===== src/rtl/load_store_unit_pkg.sv =====
// load_store_unit_pkg: shared memory size encodings, LSU FSM states and access legality check
package load_store_unit_pkg;
  localparam logic [1:0] SIZE_BYTE = 2'b00;
  localparam logic [1:0] SIZE_HALF = 2'b01;
  localparam logic [1:0] SIZE_WORD = 2'b11;
  typedef enum logic [1:0] {S_IDLE, S_ISSUE, S_CAPTURE, S_RESP} lsu_state_t;
  function automatic logic access_err(input logic [1:0] size, input logic [1:0] off);
    return (size == SIZE_WORD) ? (off != 2'b00) :
           (size == SIZE_HALF) ? off[0] :
           (size != SIZE_BYTE);
  endfunction
endpackage


===== src/rtl/load_store_unit_load_align.sv =====
// load_align: big-endian lane extraction and sign/zero extension of a loaded word
module load_align
  import load_store_unit_pkg::*;
(
  input  logic [31:0] word,
  input  logic [1:0]  offset,
  input  logic [1:0]  size,
  input  logic        sgn,
  output logic [31:0] val
);
  logic [7:0]  b;
  logic [15:0] h;
  always_comb begin
    b = (offset == 2'd0) ? word[31:24] :
        (offset == 2'd1) ? word[23:16] :
        (offset == 2'd2) ? word[15:8] : word[7:0];
    h = offset[1] ? word[15:0] : word[31:16];
    val = (size == SIZE_WORD) ? word :
          (size == SIZE_HALF) ? {{16{sgn & h[15]}}, h} :
          {{24{sgn & b[7]}}, b};
  end
endmodule


===== src/rtl/load_store_unit.sv =====
// load_store_unit: single-outstanding load/store FSM between pipeline and big-endian data memory
module load_store_unit
  import load_store_unit_pkg::*;
(
  input  logic        clk,
  input  logic        rst,
  input  logic        req_valid,
  output logic        req_ready,
  input  logic        req_we,
  input  logic [1:0]  req_size,
  input  logic        req_signed,
  input  logic [31:0] req_addr,
  input  logic [31:0] req_wdata,
  input  logic [4:0]  req_tag,
  output logic        resp_valid,
  input  logic        resp_ready,
  output logic [31:0] resp_rdata,
  output logic [4:0]  resp_tag,
  output logic        resp_err,
  output logic        mem_en,
  output logic        mem_wr,
  output logic [31:0] mem_addr,
  output logic [1:0]  mem_wscope,
  output logic [31:0] mem_wdata,
  input  logic [31:0] mem_rdata
);
  lsu_state_t  state_q, state_d;
  logic        we_q, we_d, sgn_q, sgn_d, err_q, err_d;
  logic [1:0]  size_q, size_d, off_q, off_d;
  logic [4:0]  tag_q, tag_d;
  logic        resp_valid_q, resp_valid_d, resp_err_q, resp_err_d;
  logic [31:0] resp_rdata_q, resp_rdata_d;
  logic [4:0]  resp_tag_q, resp_tag_d;
  logic        mem_en_q, mem_en_d, mem_wr_q, mem_wr_d;
  logic [31:0] mem_addr_q, mem_addr_d, mem_wdata_q, mem_wdata_d;
  logic [1:0]  mem_wscope_q, mem_wscope_d;
  logic [31:0] ld_val;
  load_align u_align (.word(mem_rdata), .offset(off_q), .size(size_q), .sgn(sgn_q), .val(ld_val));
  assign req_ready  = (state_q == S_IDLE);
  assign resp_valid = resp_valid_q;
  assign resp_rdata = resp_rdata_q;
  assign resp_tag   = resp_tag_q;
  assign resp_err   = resp_err_q;
  assign mem_en     = mem_en_q;
  assign mem_wr     = mem_wr_q;
  assign mem_addr   = mem_addr_q;
  assign mem_wscope = mem_wscope_q;
  assign mem_wdata  = mem_wdata_q;
  always_comb begin
    state_d      = state_q;
    we_d         = we_q;
    sgn_d        = sgn_q;
    err_d        = err_q;
    size_d       = size_q;
    off_d        = off_q;
    tag_d        = tag_q;
    resp_valid_d = resp_valid_q;
    resp_err_d   = resp_err_q;
    resp_rdata_d = resp_rdata_q;
    resp_tag_d   = resp_tag_q;
    mem_en_d     = 1'b0;
    mem_wr_d     = 1'b0;
    mem_addr_d   = '0;
    mem_wscope_d = '0;
    mem_wdata_d  = '0;
    case (state_q)
      S_IDLE: if (req_valid) begin
        state_d      = S_ISSUE;
        we_d         = req_we;
        sgn_d        = req_signed;
        size_d       = req_size;
        off_d        = req_addr[1:0];
        tag_d        = req_tag;
        err_d        = access_err(req_size, req_addr[1:0]);
        mem_en_d     = !err_d;
        mem_wr_d     = !err_d && req_we;
        mem_addr_d   = err_d ? '0 : req_addr;
        mem_wscope_d = err_d ? '0 : req_size;
        mem_wdata_d  = err_d ? '0 : req_wdata;
      end
      S_ISSUE: begin
        state_d      = (we_q || err_q) ? S_RESP : S_CAPTURE;
        resp_valid_d = we_q || err_q;
        resp_err_d   = err_q;
        resp_rdata_d = '0;
        resp_tag_d   = tag_q;
      end
      S_CAPTURE: begin
        state_d      = S_RESP;
        resp_valid_d = 1'b1;
        resp_err_d   = 1'b0;
        resp_rdata_d = ld_val;
        resp_tag_d   = tag_q;
      end
      default: if (resp_ready) begin
        state_d      = S_IDLE;
        resp_valid_d = 1'b0;
      end
    endcase
  end
  always_ff @(posedge clk or posedge rst) begin
    if (rst) begin
      state_q      <= S_IDLE;
      we_q         <= 1'b0;
      sgn_q        <= 1'b0;
      err_q        <= 1'b0;
      size_q       <= '0;
      off_q        <= '0;
      tag_q        <= '0;
      resp_valid_q <= 1'b0;
      resp_err_q   <= 1'b0;
      resp_rdata_q <= '0;
      resp_tag_q   <= '0;
      mem_en_q     <= 1'b0;
      mem_wr_q     <= 1'b0;
      mem_addr_q   <= '0;
      mem_wscope_q <= '0;
      mem_wdata_q  <= '0;
    end else begin
      state_q      <= state_d;
      we_q         <= we_d;
      sgn_q        <= sgn_d;
      err_q        <= err_d;
      size_q       <= size_d;
      off_q        <= off_d;
      tag_q        <= tag_d;
      resp_valid_q <= resp_valid_d;
      resp_err_q   <= resp_err_d;
      resp_rdata_q <= resp_rdata_d;
      resp_tag_q   <= resp_tag_d;
      mem_en_q     <= mem_en_d;
      mem_wr_q     <= mem_wr_d;
      mem_addr_q   <= mem_addr_d;
      mem_wscope_q <= mem_wscope_d;
      mem_wdata_q  <= mem_wdata_d;
    end
  end
endmodule


===== config.mk =====
export PLATFORM = sky130hd
export DESIGN_NAME = load_store_unit
export DESIGN_NICKNAME = d
export VERILOG_FILES = /design/src/rtl/load_store_unit_pkg.sv /design/src/rtl/load_store_unit_load_align.sv /design/src/rtl/load_store_unit.sv
export SDC_FILE = /design/constraint.sdc
export NUM_CORES = 1
export LEC_CHECK = 0
export ABC_AREA = 1
export ABC_CLOCK_PERIOD_IN_PS = 6600
export CORE_MARGIN = 1.5
export CORE_UTILIZATION = 40
export DETAILED_ROUTE_END_ITERATION = 10
export GPL_TIMING_DRIVEN = 1
export PLACE_DENSITY = 0.75
export SLEW_MARGIN = 20
export SYNTH_ARGS = -nofsm -noshare
export SYNTH_HDL_FRONTEND = slang
export SYNTH_SLANG_ARGS = --single-unit
export TNS_END_PERCENT = 10

===== constraint.sdc =====
create_clock -name clk -period 6.6 [get_ports clk]
set_input_delay 1.32 -clock clk [delete_from_list [all_inputs] [get_ports clk]]
set_output_delay 1.32 -clock clk [all_outputs]
set_load 0.03 [all_outputs]

# Yosys cells after proc, flatten, opt, wreduce, memory -nomap -nowiden
# Index checks and enable logic that the tools add are counted.
# classes
add_sub_neg	0
multipliers	0
div	0
order_cmp	0
n_eq_ne	9
n_shift	0
n_mux	29
n_bitwise	3
reduce_logical	14
# ops
op	count
$mux W32	8
$pmux W32 S2	1
$mux W8	3
$mux W16	1
$mux W2	5
$eq A2 B1 Y1 const B	4
$eq A2 B2 Y1 const B	4
$mux W1	8
$pmux W2 S3	1
$reduce_and A2 Y1	3
$reduce_bool A2 Y1	3
$logic_not A2 Y1	2
$reduce_bool A4 Y1	1
$pmux W1 S3	1
$reduce_bool A3 Y1	1
$and A1 B1 Y1	2
$ne A2 B2 Y1 const B	1
$pmux W1 S2	1
$reduce_or A2 Y1	1
$logic_and A1 B1 Y1	1
$logic_not A1 Y1	1
$logic_or A1 B1 Y1	1
$not A1 Y1	1
# totals
register_bits	121
latchBits	0
ramBits	0
rom_bits	0
input_bits	109
output_inout_bits	108
n_memories	0

# Depth between registers and ports, before layout
# Gate-level depths: netlist of the first run.
# depth
depth_word	8
ltp_mapped	9
ltp_nobuf	8

# By module
# From an unflattened synthesis of the first run, not the netlist that was laid out.
# hier_totals
hier_cells	623
hier_area_um2	5509.0
# modules_own_cells
module	n_inst	cells_per_inst	area_each_um2
load_store_unit	1	456	4668.2
load_align	1	167	840.8

# Worst setup path after synthesis of the first run
# No wires, ideal clock.
# synth_timing
path_kind	input -> register
from	input port req_addr[0]
to	register mem_addr_q[21], in the netlist mem_addr[21]
setup_ns	0.120
arrival_time_ns	2.063
slack_ns	4.418
cell_stages	7
n_path_buf	2
cell_sequence	inv_1 o21ai_1 nor2_4 inv_2 buf_6 buf_6 nor2_4
# synth_via
elab_chain_len	5
elab_cells_between_ends	6
cone_classes	5 x mux; 1 x reduce/logical
# synth_lines
element	line	source
start: declaration	load_store_unit.sv:12	input logic [31:0] req_addr,
$mux W1 / $reduce_bool A2 Y1 (equally long branches)	load_store_unit_pkg.sv:9, load_store_unit_pkg.sv:8	
$mux W1 *	load_store_unit_pkg.sv:8	return (size == SIZE_WORD) ? (off != 2'b00) :
$mux W32 *	load_store_unit.sv:77	mem_addr_d = err_d ? '0 : req_addr;
$mux W32 *	load_store_unit.sv:67	S_IDLE: if (req_valid) begin
$mux W32 *	load_store_unit.sv:66	case (state_q)
named net mem_addr_d[21]	load_store_unit.sv:35	logic [31:0] mem_addr_q, mem_addr_d, mem_wdata_q, mem_wdata_d;
end signal: assignment	load_store_unit.sv:133	mem_addr_q <= mem_addr_d;
end: declaration	load_store_unit.sv:35	
# Mark *: on every way through the listed nets, which the timed path passes. The rest lies on a longest branch.
# A chain may end at the register's enable or synchronous reset.

# Worst setup path after layout of the first run
# layout_timing
from	register state_q[0]
to	output port req_ready
# layout_via
elab_chain_len	1
# layout_lines
element	line	source
start: declaration	load_store_unit.sv:27	lsu_state_t state_q, state_d;
start signal: assignment	load_store_unit.sv:120	state_q <= state_d;
$logic_not A2 Y1	load_store_unit.sv:39	assign req_ready = (state_q == S_IDLE);
end: declaration	load_store_unit.sv:8	output logic req_ready,
# Every way passes these cells.

==> flow_summary.yaml, run 1 <==
outcome:
  outcome: "finished, final reports clean"
clock_network:
  cts-root-buf: "clkbuf_16"
  clockBufferDepth: 2
  htree_levels: 4
  post_cts_buffers: 0
  postCtsHoldBufs: 0
  cts-resized-gates: 0
  cts_buffers: 17
  clk_latency_ns: 0.41
  clkTransAtPathRegs_ns: 0.05
  cts_tree: "built"
  clock-sinks: 121
power:
  switching_power_mw: 1.20
  p_leak_nw: 4.12
  power_mw: 3.14
  peakVddDrop_v: 0.000246
  pwr-share-seq: 0.310
  p_per_area_nw_per_um2: 386
  combPwrFrac: 0.379
  switching_share: 0.382
  p_int_mw: 1.94
  power_frac_clock: 0.311
timing:
  fin_crit_sh: 0.485
  fin_worst_skew_ns: 0.00799
  period_minus_slack_ns: 3.20
  setup_violations: 0
  rsz0062_at_grt: "no"
  final_max_slew_viol_count: 0
  hold_ws_ns: 0.473
  timing.final.hold_violations: 0
  relSlewSlack: 0.449
  fin_setup_tns_ns: 0
  worst_slew_pin_slew_ns: 0.826
  fmax_mhz: 313
logic_synthesis:
  synth_top_area_share: 0.572
  syn_area_um2: 5290
  synth-edff-count: 0
  avgSynthCellArea_um2: 8.66
  syn_inst: 611
  yosysSeqAreaShare: 0.572
  ys_ff_latch: 121
  synthTopCellsByArea: "dfrtp_1 57%, nand2_1 12%, inv_1 6.1%"
  async_reset_ff_frac: 1.00
  syn_nets: 724
  synth_most_common_cell: "nand2_1"
  synth_warnings: 0
  yosys-top-cells-count: "164 x nand2_1, 121 x dfrtp_1, 86 x inv_1"
  synth_top_flop_cell: "dfrtp_1"
  ys_types: 24
  synth_top_area_cell: "dfrtp_1"
placement:
  numPortBuffers: 216
  place_area_um2: 7520
  place_congestion: 0.867
  dp_hpwl_mm: 11.2
floorplan:
  rows: 41
  initial_core_util: 0.414
  die_w_um: 118
  die_area_um2: 13900
  ioPinCount: 217
  core_um2: 12800
  die_y_um: 118
worst_setup_path:
  path_max_fanout: 4
  worstPathArrival_ns: 1.88
  cp_top_family: "buffers and inverters"
  critPathSlowestCell: "clkdlybuf4s50_1"
  critical_path.endpoint_type: "output port"
  crit_end: "req_ready"
  reg2reg_depth: 7
  startpoint: "state_q[0]$_DFFE_PP0P_"
  path_buf_inv: 2
  max_stage_delay_ns: 0.70
  worstPathRequired_ns: 5.28
  cp-start-kind: "register"
  path_class: "register to output port"
  path_depth: 3
  r2r_slack_ns: 4.24
  r2r_start: "state_q[1]$_DFFE_PP0P_"
  r2r_end: "mem_wdata[21]$_DFF_PP0_"
  crit_path_cell_trace: "inv_1 -> ha_1 -> clkdlybuf4s50_1"
global_routing:
  top_usage_layer: "met2"
  met1_usage: 0.254
  grt_overflow_total: 0
  grt_usage: 0.233
  antenna_found_initial: 0
  grt_pass1_vias: 4953
  grt_max_degree: 65
  grtUsageMet3: 0.110
  grt_pass1_wl_mm: 24.9
  use_met2: 0.408
route:
  wl_mm: 15.5
  wl_per_cell_um: 15.4
  ant_nets: 0
  vias_per_cell: 4.64
  drc: 0
  drt-pass1-iter-count: 5
  drt-initial-drc-count: 373
  num_vias: 4682
job:
  cap_violations: 0
final_layout:
  final_area_um2: 8150
  final_nets: 937
  n_antenna_cell: 0
  area_growth_pct: 53.9
  drive_gt1_frac: 0.103
worst_hold_path:
  hp-class: "register to register"
==> worst register-to-register path, delay by kind of cell, from the launching register on <==
family                   cells  cell delay, ns
adder cells (fa/ha/maj)      1            0.24
AND/OR/NAND/NOR              3            0.55
flip-flops                   1            0.41
buffers and inverters        3            1.00
==> kinds of logic after synthesis <==
kind of cell,Yosys count,share of synthesized area
adders and majority gates,4,0.00945
AOI/OAI and AO/OA,39,0.0397
DFF,121,0.572
and+or+nand+nor,332,0.282
buffers and inverters,115,0.0967
==> power groups by stage <==
stage | Combinational (mW) | Clock [mW] | Sequential, mW
final | 1.19 | 0.979 | 0.973
after global routing | 1.32 | 1.03 | 0.989
after CTS | 1.20 | 0.994 | 0.972
after detailed placement | 1.19 | 0 | 0.983
after global placement | 1.17 | 0 | 0.978
after floorplan | 0.682 | 0 | 1.12
==> worst min-delay path by stage <==
stage | to | slack, ns | from | cells after the start
2_1_floorplan | we_q$_DFFE_PP0P_ | 0.45 | we_q$_DFFE_PP0P_ | 2
3_3_place_gp | resp_rdata[12]$_DFFE_PP0P_ | 0.46 | resp_rdata[12]$_DFFE_PP0P_ | 2
3_5_place_dp | tag_q[4]$_DFFE_PP0P_ | 0.47 | tag_q[4]$_DFFE_PP0P_ | 2
4_1_cts | tag_q[4]$_DFFE_PP0P_ | 0.48 | tag_q[4]$_DFFE_PP0P_ | 2
5_1_grt | resp_tag[2]$_DFFE_PP0P_ | 0.50 | tag_q[2]$_DFFE_PP0P_ | 2
6_report | resp_tag[1]$_DFFE_PP0P_ | 0.47 | resp_tag[1]$_DFFE_PP0P_ | 2
==> cell usage in the layout, fill, tap and decap left out, types with 5 or more instances in the layout <==
cell,count
a21oi_1,6
clkdlybuf4s50_1,216
nor2_1,73
dfrtp_1,121
inv_1,84
nand2_1,164
clkbuf_16,17
o21ai_0,24
nand2_2,5
nor2_2,30
nor2_4,11
o22ai_1,5
nand3_1,44
==> metal layers <==
layer | up-vias | wire, um
li1 | 2263 | -
met1 | 2202 | 5840
met2 | 203 | 7820
met3 | 14 | 1690
met4 | 0 | 163
met5 | - | 0
==> state kept, by name, summed over array words and instances, names as in the netlist <==
name        cells
mem_addr       32
mem_wdata      32
resp_rdata     32
resp_tag        5
tag_q           5
mem_wscope      2
off_q           2
size_q          2
state_q         2
err_q           1
mem_en          1
mem_wr          1
resp_err        1
resp_valid      1
sgn_q           1
we_q            1
==> area by class of cell <==
cell class	count	area, um^2
clock buffer	21	460
clock inverter	11	168
fill	1032	4630
inverter	91	345
multi-input combinational	375	1750
sequential	121	3030
tap	172	215
timing repair buffer	218	2180
==> through the flow <==
step                instances  setup slack, ns   util
global placement          977             3.28  0.589
floorplan                 611             2.07      -
CTS                      1009             3.37  0.638
detailed placement        977             3.22  0.589
finish                   1009             3.40  0.638
global route             1009             3.31  0.638
No activity file was read; power rests on OpenSTA's default activity.
==> run 2, diff against run 1 <==
Settings changed: ABC_CLOCK_PERIOD_IN_PS 6600 to 3300.
Clock period 6.6 ns to 3.3 ns, I/O delays scaled along.
==> flow_summary.yaml, run 2 (synthesis results as in run 1) <==
final_layout:
  drive_gt1_frac: 0.107
  layout_commonest_cell: "clkdlybuf4s50_1"
  n_antenna_cell: 0
  instances_no_fill: 1013
  final_nets: 941
  area_growth_pct: 56.1
  final_cell_mix: "216 x clkdlybuf4s50_1, 164 x nand2_1, 121 x dfrtp_1"
worst_setup_path:
  worstPathArrival_ns: 1.89
  startpoint: "state_q[1]$_DFFE_PP0P_"
  path_max_fanout: 5
  cp-start-kind: "register"
  r2r_start: "state_q[1]$_DFFE_PP0P_"
  critical_path.endpoint_type: "output port"
  r2r_slack_ns: 0.97
  worstPathRequired_ns: 2.64
  path_class: "register to output port"
timing:
  period_minus_slack_ns: 2.55
  fin_crit_sh: 0.773
  fin_setup_tns_ns: 0
  fin_worst_skew_ns: 0.00660
  rsz0062_at_grt: "no"
  fmax_mhz: 392
  final_max_slew_viol_count: 0
  fin_ws_ns: 0.748
  relSlewSlack: 0.465
  worst_slew_pin_slew_ns: 0.801
  setup_violations: 0
  timing.final.hold_violations: 0
global_routing:
  grt_usage: 0.232
  antenna_found_initial: 0
  grt_pass1_wl_mm: 24.9
  grt_overflow_total: 0
  grt_max_degree: 57
  grt_pass1_vias: 5019
route:
  drc: 0
  drt-pass1-iter-count: 5
  wl_per_cell_um: 15.3
  ant_nets: 0
  wl_mm: 15.5
  num_vias: 4741
  vias_per_cell: 4.68
  drt-initial-drc-count: 278
floorplan:
  die_y_um: 118
  initial_core_util: 0.414
  die_w_um: 118
  core_um2: 12800
  ioPinCount: 217
  die_area_um2: 13900
  rows: 41
power:
  peakVddDrop_v: 0.000482
  p_leak_nw: 4.16
  p_per_area_nw_per_um2: 782
placement:
  dp.cells: 981
  numPortBuffers: 216
  place_ws_ns: 0.819
  dp_hpwl_mm: 11.5
  place_congestion: 0.870
clock_network:
  clockBufferDepth: 2
  cts-root-buf: "clkbuf_16"
  clkTransAtPathRegs_ns: 0.06
  post_cts_buffers: 0
  clk_latency_ns: 0.41
  postCtsHoldBufs: 0
  htree_levels: 4
  cts_buffers: 17
  cts_tree: "built"
  cts-resized-gates: 0
  clock-sinks: 121
worst_hold_path:
  hold_start: "resp_tag[4]$_DFFE_PP0P_"
  hp-class: "register to register"
outcome:
  outcome: "finished, final reports clean"
job:
  cap_violations: 0
## run 2: cell types whose count changed in the layout (fill, tap and decap cells not counted)
cell	before	now
inv_4	1	0
clkinvlp_4	2	3
clkbuf_8	2	0
inv_2	4	3
clkbuf_1	2	1
buf_12	0	3
inv_1	84	85
bufinv_16	4	6
buf_4	2	3
inv_6	1	2
clkinv_2	4	2
clkinv_4	1	3
## run 2: area by class of cell
| type | count | area (um^2) |
|---|---|---|
| timing repair buffer | 222 | 2240 |
| tap | 172 | 215 |
| sequential | 121 | 3030 |
| multi-input combinational | 375 | 1750 |
| inverter | 91 | 347 |
| fill | 1002 | 4510 |
| clock inverter | 14 | 244 |
| clock buffer | 18 | 429 |
## run 2: layer usage
metal | part of all wire | global-route usage | vias to the layer above
li1 | - | - | 2268
met1 | 0.39 | 0.258 | 2214
met2 | 0.48 | 0.383 | 231
met3 | 0.10 | 0.105 | 28
met4 | 0.024 | 0.101 | 0
met5 | 0 | 0 | -
## run 2: per-stage QoR
stage | util | total power, mW | hold slack [ns] | instance area (um^2)
3_3_place_gp | 0.594 | 4.31 | 0.459 | 7590
3_5_place_dp | 0.594 | 4.38 | 0.466 | 7590
2_1_floorplan | - | 3.60 | 0.448 | 5300
4_1_cts | 0.647 | 6.51 | 0.479 | 8260
5_1_grt | 0.647 | 6.86 | 0.495 | 8260
6_report | 0.647 | 6.46 | 0.475 | 8260
## run 2: critical path, stage by stage, from the launching register on
cell	delay, ns
dfrtp_1	0.43
inv_1	0.12
ha_1	0.24
clkdlybuf4s50_1	0.70
## run 2: path summary, 6_finish.rpt
path,end,cells past startpoint
setup / recovery,req_ready,3
hold / removal,resp_tag[4]$_DFFE_PP0P_,2
setup reg to reg,resp_rdata[15]$_DFFE_PP0P_,8
hold reg to reg,resp_tag[4]$_DFFE_PP0P_,2
max in group asynchronous,mem_addr[12]$_DFF_PP0_,3
min in group asynchronous,mem_wdata[27]$_DFF_PP0_,2
## run 2: power breakdown
part           internal, mW  total (mW)  switching [mW]
Clock                  1.42        2.10           0.677
Sequential             1.75        1.95           0.193
Combinational         0.853        2.41            1.56
Total                  4.03        6.46            2.43
